**src/rtl/chan_event_counter_pkg.sv**
```systemverilog
`default_nettype none
// ============================================================================
// Module      : chan_event_counter_pkg
// Description : Shared types and helpers for the channel event counter array:
//               read-path FSM state encoding and channel-index width helper.
// Revision    : 1.0 - initial release
// ============================================================================
package chan_event_counter_pkg;

  // Read-path states: IDLE accepts a request, RESP holds the response
  typedef enum logic [0:0] {
    RD_IDLE = 1'b0,
    RD_RESP = 1'b1
  } rd_state_t;

  // Width of a channel index; at least one bit even for a single channel
  function automatic int sel_width(input int n);
    return (n <= 1) ? 1 : $clog2(n);
  endfunction

endpackage
`default_nettype wire

```
**src/rtl/chan_event_counter_array_chan_counter.sv**
```systemverilog
`default_nettype none
// ============================================================================
// Module      : chan_counter
// Description : One event channel: counter with sticky overflow flag, either
//               wrapping or saturating at its maximum value. Clear beats event.
// Revision    : 1.0 - initial release
// ============================================================================
module chan_counter #(
  parameter int WIDTH    = 8,
  parameter bit SATURATE = 1'b0
) (
  input  logic             clk,
  input  logic             rst,
  input  logic             ev,
  input  logic             clr,
  output logic [WIDTH-1:0] count,
  output logic             ovf
);

  localparam logic [WIDTH-1:0] C_MAX = '1;

  // Count events; a clear in the same cycle drops the event
  always_ff @(posedge clk) begin
    if (rst || clr) begin
      count <= '0;
      ovf   <= 1'b0;
    end else if (ev) begin
      if (count == C_MAX) begin
        ovf   <= 1'b1;
        count <= SATURATE ? C_MAX : '0;
      end else begin
        count <= count + 1'b1;
      end
    end
  end

endmodule
`default_nettype wire

```
**src/rtl/chan_event_counter_array.sv**
```systemverilog
`default_nettype none
// ============================================================================
// Module      : chan_event_counter_array
// Description : NCH independent event counters with a valid/ready read port.
//               A read snapshots one channel's count and overflow flag; an
//               out-of-range index returns an error response and touches
//               nothing. Optional clear-on-read of the selected channel.
// Revision    : 1.0 - initial release
// ============================================================================
module chan_event_counter_array
  import chan_event_counter_pkg::*;
#(
  parameter int NCH       = 4,
  parameter int WIDTH     = 8,
  parameter bit SATURATE  = 1'b0,
  parameter bit CLR_ON_RD = 1'b0
) (
  input  logic                          clk,
  input  logic                          rst,
  input  logic [NCH-1:0]                ev_i,
  input  logic [NCH-1:0]                clr_i,
  input  logic                          rd_valid_i,
  input  logic [sel_width(NCH)-1:0]     rd_sel_i,
  output logic                          rd_ready_o,
  output logic                          rsp_valid_o,
  input  logic                          rsp_ready_i,
  output logic [WIDTH-1:0]              rsp_data_o,
  output logic                          rsp_ovf_o,
  output logic                          rsp_err_o,
  output logic [NCH-1:0]                nonzero_o,
  output logic                          any_ovf_o
);

  localparam int SELW = sel_width(NCH);

  rd_state_t                  state;
  logic [NCH-1:0][WIDTH-1:0]  counts;
  logic [NCH-1:0]             ovfs;
  logic                       accept;
  logic                       sel_ok;
  logic [WIDTH-1:0]           sel_count;
  logic                       sel_ovf;

  assign accept = (state == RD_IDLE) && rd_valid_i;
  assign sel_ok = 32'(rd_sel_i) < 32'(NCH);

  generate
    for (genvar k = 0; k < NCH; k++) begin : g_chan
      logic chan_clr;
      // Explicit clear, or clear-on-read when this channel's read is accepted
      assign chan_clr = clr_i[k] |
                        (CLR_ON_RD && accept && (rd_sel_i == SELW'(k)));

      chan_counter #(
        .WIDTH    (WIDTH),
        .SATURATE (SATURATE)
      ) u_chan (
        .clk   (clk),
        .rst   (rst),
        .ev    (ev_i[k]),
        .clr   (chan_clr),
        .count (counts[k]),
        .ovf   (ovfs[k])
      );

      assign nonzero_o[k] = |counts[k];
    end
  endgenerate

  assign any_ovf_o = |ovfs;

  // Select the addressed channel's pre-update state; zero for a bad index
  always_comb begin
    sel_count = '0;
    sel_ovf   = 1'b0;
    for (int k = 0; k < NCH; k++) begin
      if (rd_sel_i == SELW'(k)) begin
        sel_count = counts[k];
        sel_ovf   = ovfs[k];
      end
    end
  end

  // Read FSM: capture on acceptance, hold response until it is taken
  always_ff @(posedge clk) begin
    if (rst) begin
      state      <= RD_IDLE;
      rsp_data_o <= '0;
      rsp_ovf_o  <= 1'b0;
      rsp_err_o  <= 1'b0;
    end else begin
      case (state)
        RD_IDLE: begin
          if (rd_valid_i) begin
            rsp_data_o <= sel_count;
            rsp_ovf_o  <= sel_ovf;
            rsp_err_o  <= ~sel_ok;
            state      <= RD_RESP;
          end
        end
        RD_RESP: begin
          if (rsp_ready_i) state <= RD_IDLE;
        end
        default: state <= RD_IDLE;
      endcase
    end
  end

  assign rd_ready_o  = (state == RD_IDLE);
  assign rsp_valid_o = (state == RD_RESP);

endmodule
`default_nettype wire

```
**config.mk**
```make
export PLATFORM = sky130hd
export DESIGN_NAME = chan_event_counter_array
export DESIGN_NICKNAME = d
export VERILOG_FILES = /design/src/rtl/chan_event_counter_pkg.sv /design/src/rtl/chan_event_counter_array_chan_counter.sv /design/src/rtl/chan_event_counter_array.sv
export SDC_FILE = /design/constraint.sdc
export NUM_CORES = 1
export LEC_CHECK = 0
export ABC_AREA = 1
export CORE_ASPECT_RATIO = 0.9
export CORE_UTILIZATION = 37
export CTS_CLUSTER_DIAMETER = 100
export DETAILED_ROUTE_END_ITERATION = 10
export DONT_BUFFER_PORTS = 1
export PLACE_DENSITY = 0.5
export RECOVER_POWER = 25
export SLEW_MARGIN = 25
export SYNTH_ARGS = -nofsm -noshare
export SYNTH_HDL_FRONTEND = slang
export SYNTH_SLANG_ARGS = --single-unit
```
**constraint.sdc**
```tcl
create_clock -name clk -period 4 [get_ports clk]
set_clock_uncertainty 0.2 [all_clocks]
set_input_delay 0.8 -clock clk [delete_from_list [all_inputs] [get_ports clk]]
set_output_delay 0.8 -clock clk [all_outputs]
set_load 0.02 [all_outputs]
```
==> results.cfg <==
[timing]
layout_min_cycle_time_ps = 2270
min_period_over_period = 0.568
fmax_mhz = 440
rsz0062_at_grt = false
setup_slack_ps = 1730
finalHoldViolCount = 0
finalSetupTns_ps = 0
report.final.slew_viol_count = 0
setup_violations = 0

[floorplan]
die_y_um = 77.9
fp-row-count = 27
ios = 31
dieArea_sq_um = 6720
die_w_um = 86.3
core-area_sq_um = 6150
initial_core_util = 0.385

[cells_and_area]
final_cell_mix = nand2_1 (80), nor2_1 (61), dfxtp_1 (46)
fin_area_sq_um = 2550
fillerInstances = 658
diodes = 0
postLayoutCoreUtil = 0.415
layout_commonest_cell = nand2_1
syn_to_final_growth_pct = 7.77
drive_gt1_frac = 0.0538
fin_nets = 374

[setup_path]
worstPathRequired_ps = 3000
cp_data_arrival_time_ps = 1270
crit_type = reg2out
crit_fanout = 6
start_kind = flip-flop
r2r_slack_ps = 2350
r2r_cells = 6
cp-end-kind = output port

[logic_synthesis]
ys_warn_count = 0
synth_seq_area_share = 0.389
synth-main-ff-cell = dfxtp_1
synth_edf_count = 0
ys_types = 27
syn_area_sq_um = 2370
synth-seq-cells = 46
synthCells = 352
async_flop_share = 0
synth_nets = 374
syn_avg_cell_area_sq_um = 6.72

[global_route]
grt_pass1_vias = 1922
grt_first_pass_wirelength_um = 9210
antenna_found_initial = 0
grt.total_usage = 0.178
grt_max_degree = 20
grt_overflow = 0

[pwr]
pwr-share-clk = 0.400
switchingPower_mw = 0.223
leakagePower_nw = 0.969
p_int_mw = 0.669
p_total_mw = 0.892
power_frac_seq = 0.542
power_density_nw_per_um2 = 350
comb_power_share = 0.059
ir_worst_vdd_mv = 0.226
power.share.switching = 0.250

[detailed_routing]
post-route-drc-count = 0
vias = 2104
via_per_inst = 4.78
drt-total-wl_um = 5600
post_drt_wl_per_cell_um = 12.7
ant_nets = 0
drt-initial-drc-count = 73
dr.pass1.iters = 4

[run]
maxCapViolations = 0

[placement]
dp_slack_ps = 2070
io_buffers = 0
placed_area_sq_um = 2440
dp_hpwl_um = 4280
place_congestion = 0.777

[clocking]
ctsResizeCount = 0
cts-buffers-inserted = 5
cts_tree = built
holdBufCountCts = 0
cts-root-buf = clkbuf_8
cts_setup_buffers = 0
cts_sinks = 46
cts-htree-levels = 2
max-clock-path-buffers = 2
clk_pin_slew_ps = 90
insertion_delay_ps = 300

[status]
status = completed

[worst_hold_path]
holdPathStages = 2
hold_class = reg2reg
[stage by stage]
| stage | cells | hold slack, ps |
|---|---|---|
| global route | 440 | 314 |
| CTS | 440 | 281 |
| floorplan | 352 | 246 |
| finish | 440 | 285 |
| detailed placement | 432 | 268 |
| global placement | 432 | 266 |
[layout make-up]
type,instances,area [sq um],area share
Clock buffer,5,68.8,0.0270
Inverter,47,176,0.0692
Sequential cell,46,921,0.361
Multi-Input combinational cell,252,1230,0.482
Tap cell,87,109,0.0427
Clock inverter,3,45.0,0.0177
[cell families (layout without fill, tap and decap cells)]
| kind of cell | Yosys count | after routing | synth area share |
|---|---|---|---|
| flip-flops | 46 | 46 | 0.389 |
| adder cells (fa/ha/maj) | 8 | 8 | 0.0423 |
| XOR/XNOR | 8 | 8 | 0.0296 |
| AO/OA/AOI/OAI | 45 | 45 | 0.0984 |
| buffers and inverters | 54 | 55 | 0.0899 |
| AND/OR/NAND/NOR | 190 | 190 | 0.349 |
| other | 1 | 1 | 0.00158 |
[power by group through the flow]
stage | clock [mW] | sequential (mW) | combinational, mW
after global routing | 0.387 | 0.485 | 0.0604
after floorplan | 0 | 0.492 | 0.0478
after detailed placement | 0 | 0.494 | 0.0532
after CTS | 0.366 | 0.483 | 0.0536
after global placement | 0 | 0.494 | 0.0531
final | 0.357 | 0.483 | 0.0522
[final timing paths]
kind	from	to
setup / recovery	g_chan[1].u_chan.count[2]	nonzero_o[1]
hold / removal	g_chan[2].u_chan.ovf	g_chan[2].u_chan.ovf
setup reg to reg	rsp_valid_o	rsp_data_o[7]
hold reg to reg	g_chan[2].u_chan.ovf	g_chan[2].u_chan.ovf
[registers in the layout, summed over array words and instances (netlist names)]
name	flops
rsp_data_o	8
g_chan.u_chan.ovf	4
rsp_valid_o	1
g_chan.u_chan.count	32
rsp_ovf_o	1
[Yosys cell counts, types with 2 or more instances]
cell	count	area share
nor3b_1	2	0.0063
dfxtp_1	46	0.39
nor2_4	2	0.0095
ha_1	8	0.042
o21ai_0	9	0.019
o21ai_1	7	0.015
nand3_1	21	0.044
inv_1	36	0.057
nor2_2	5	0.013
nor2_1	60	0.095
clkinv_1	3	0.0048
nor4_1	3	0.0079
buf_2	5	0.011
inv_2	8	0.013
xor2_1	8	0.030
a21oi_1	26	0.055
nand2_1	80	0.13
nand4_1	11	0.029
nor3_1	4	0.0085
[worst max-delay path: stages, from the launching register on]
cell     delay (ps)
dfxtp_1         360
nor4_1          330
nand4_1         290
[layer usage]
| metal | track usage | wire length [um] |
|---|---|---|
| met5 | 0 | 0 |
| met3 | 0.0489 | 290 |
| met1 | 0.250 | 2910 |
| met2 | 0.264 | 2340 |
| met4 | 0.0500 | 61 |
Power figures use the tool's default switching activity.
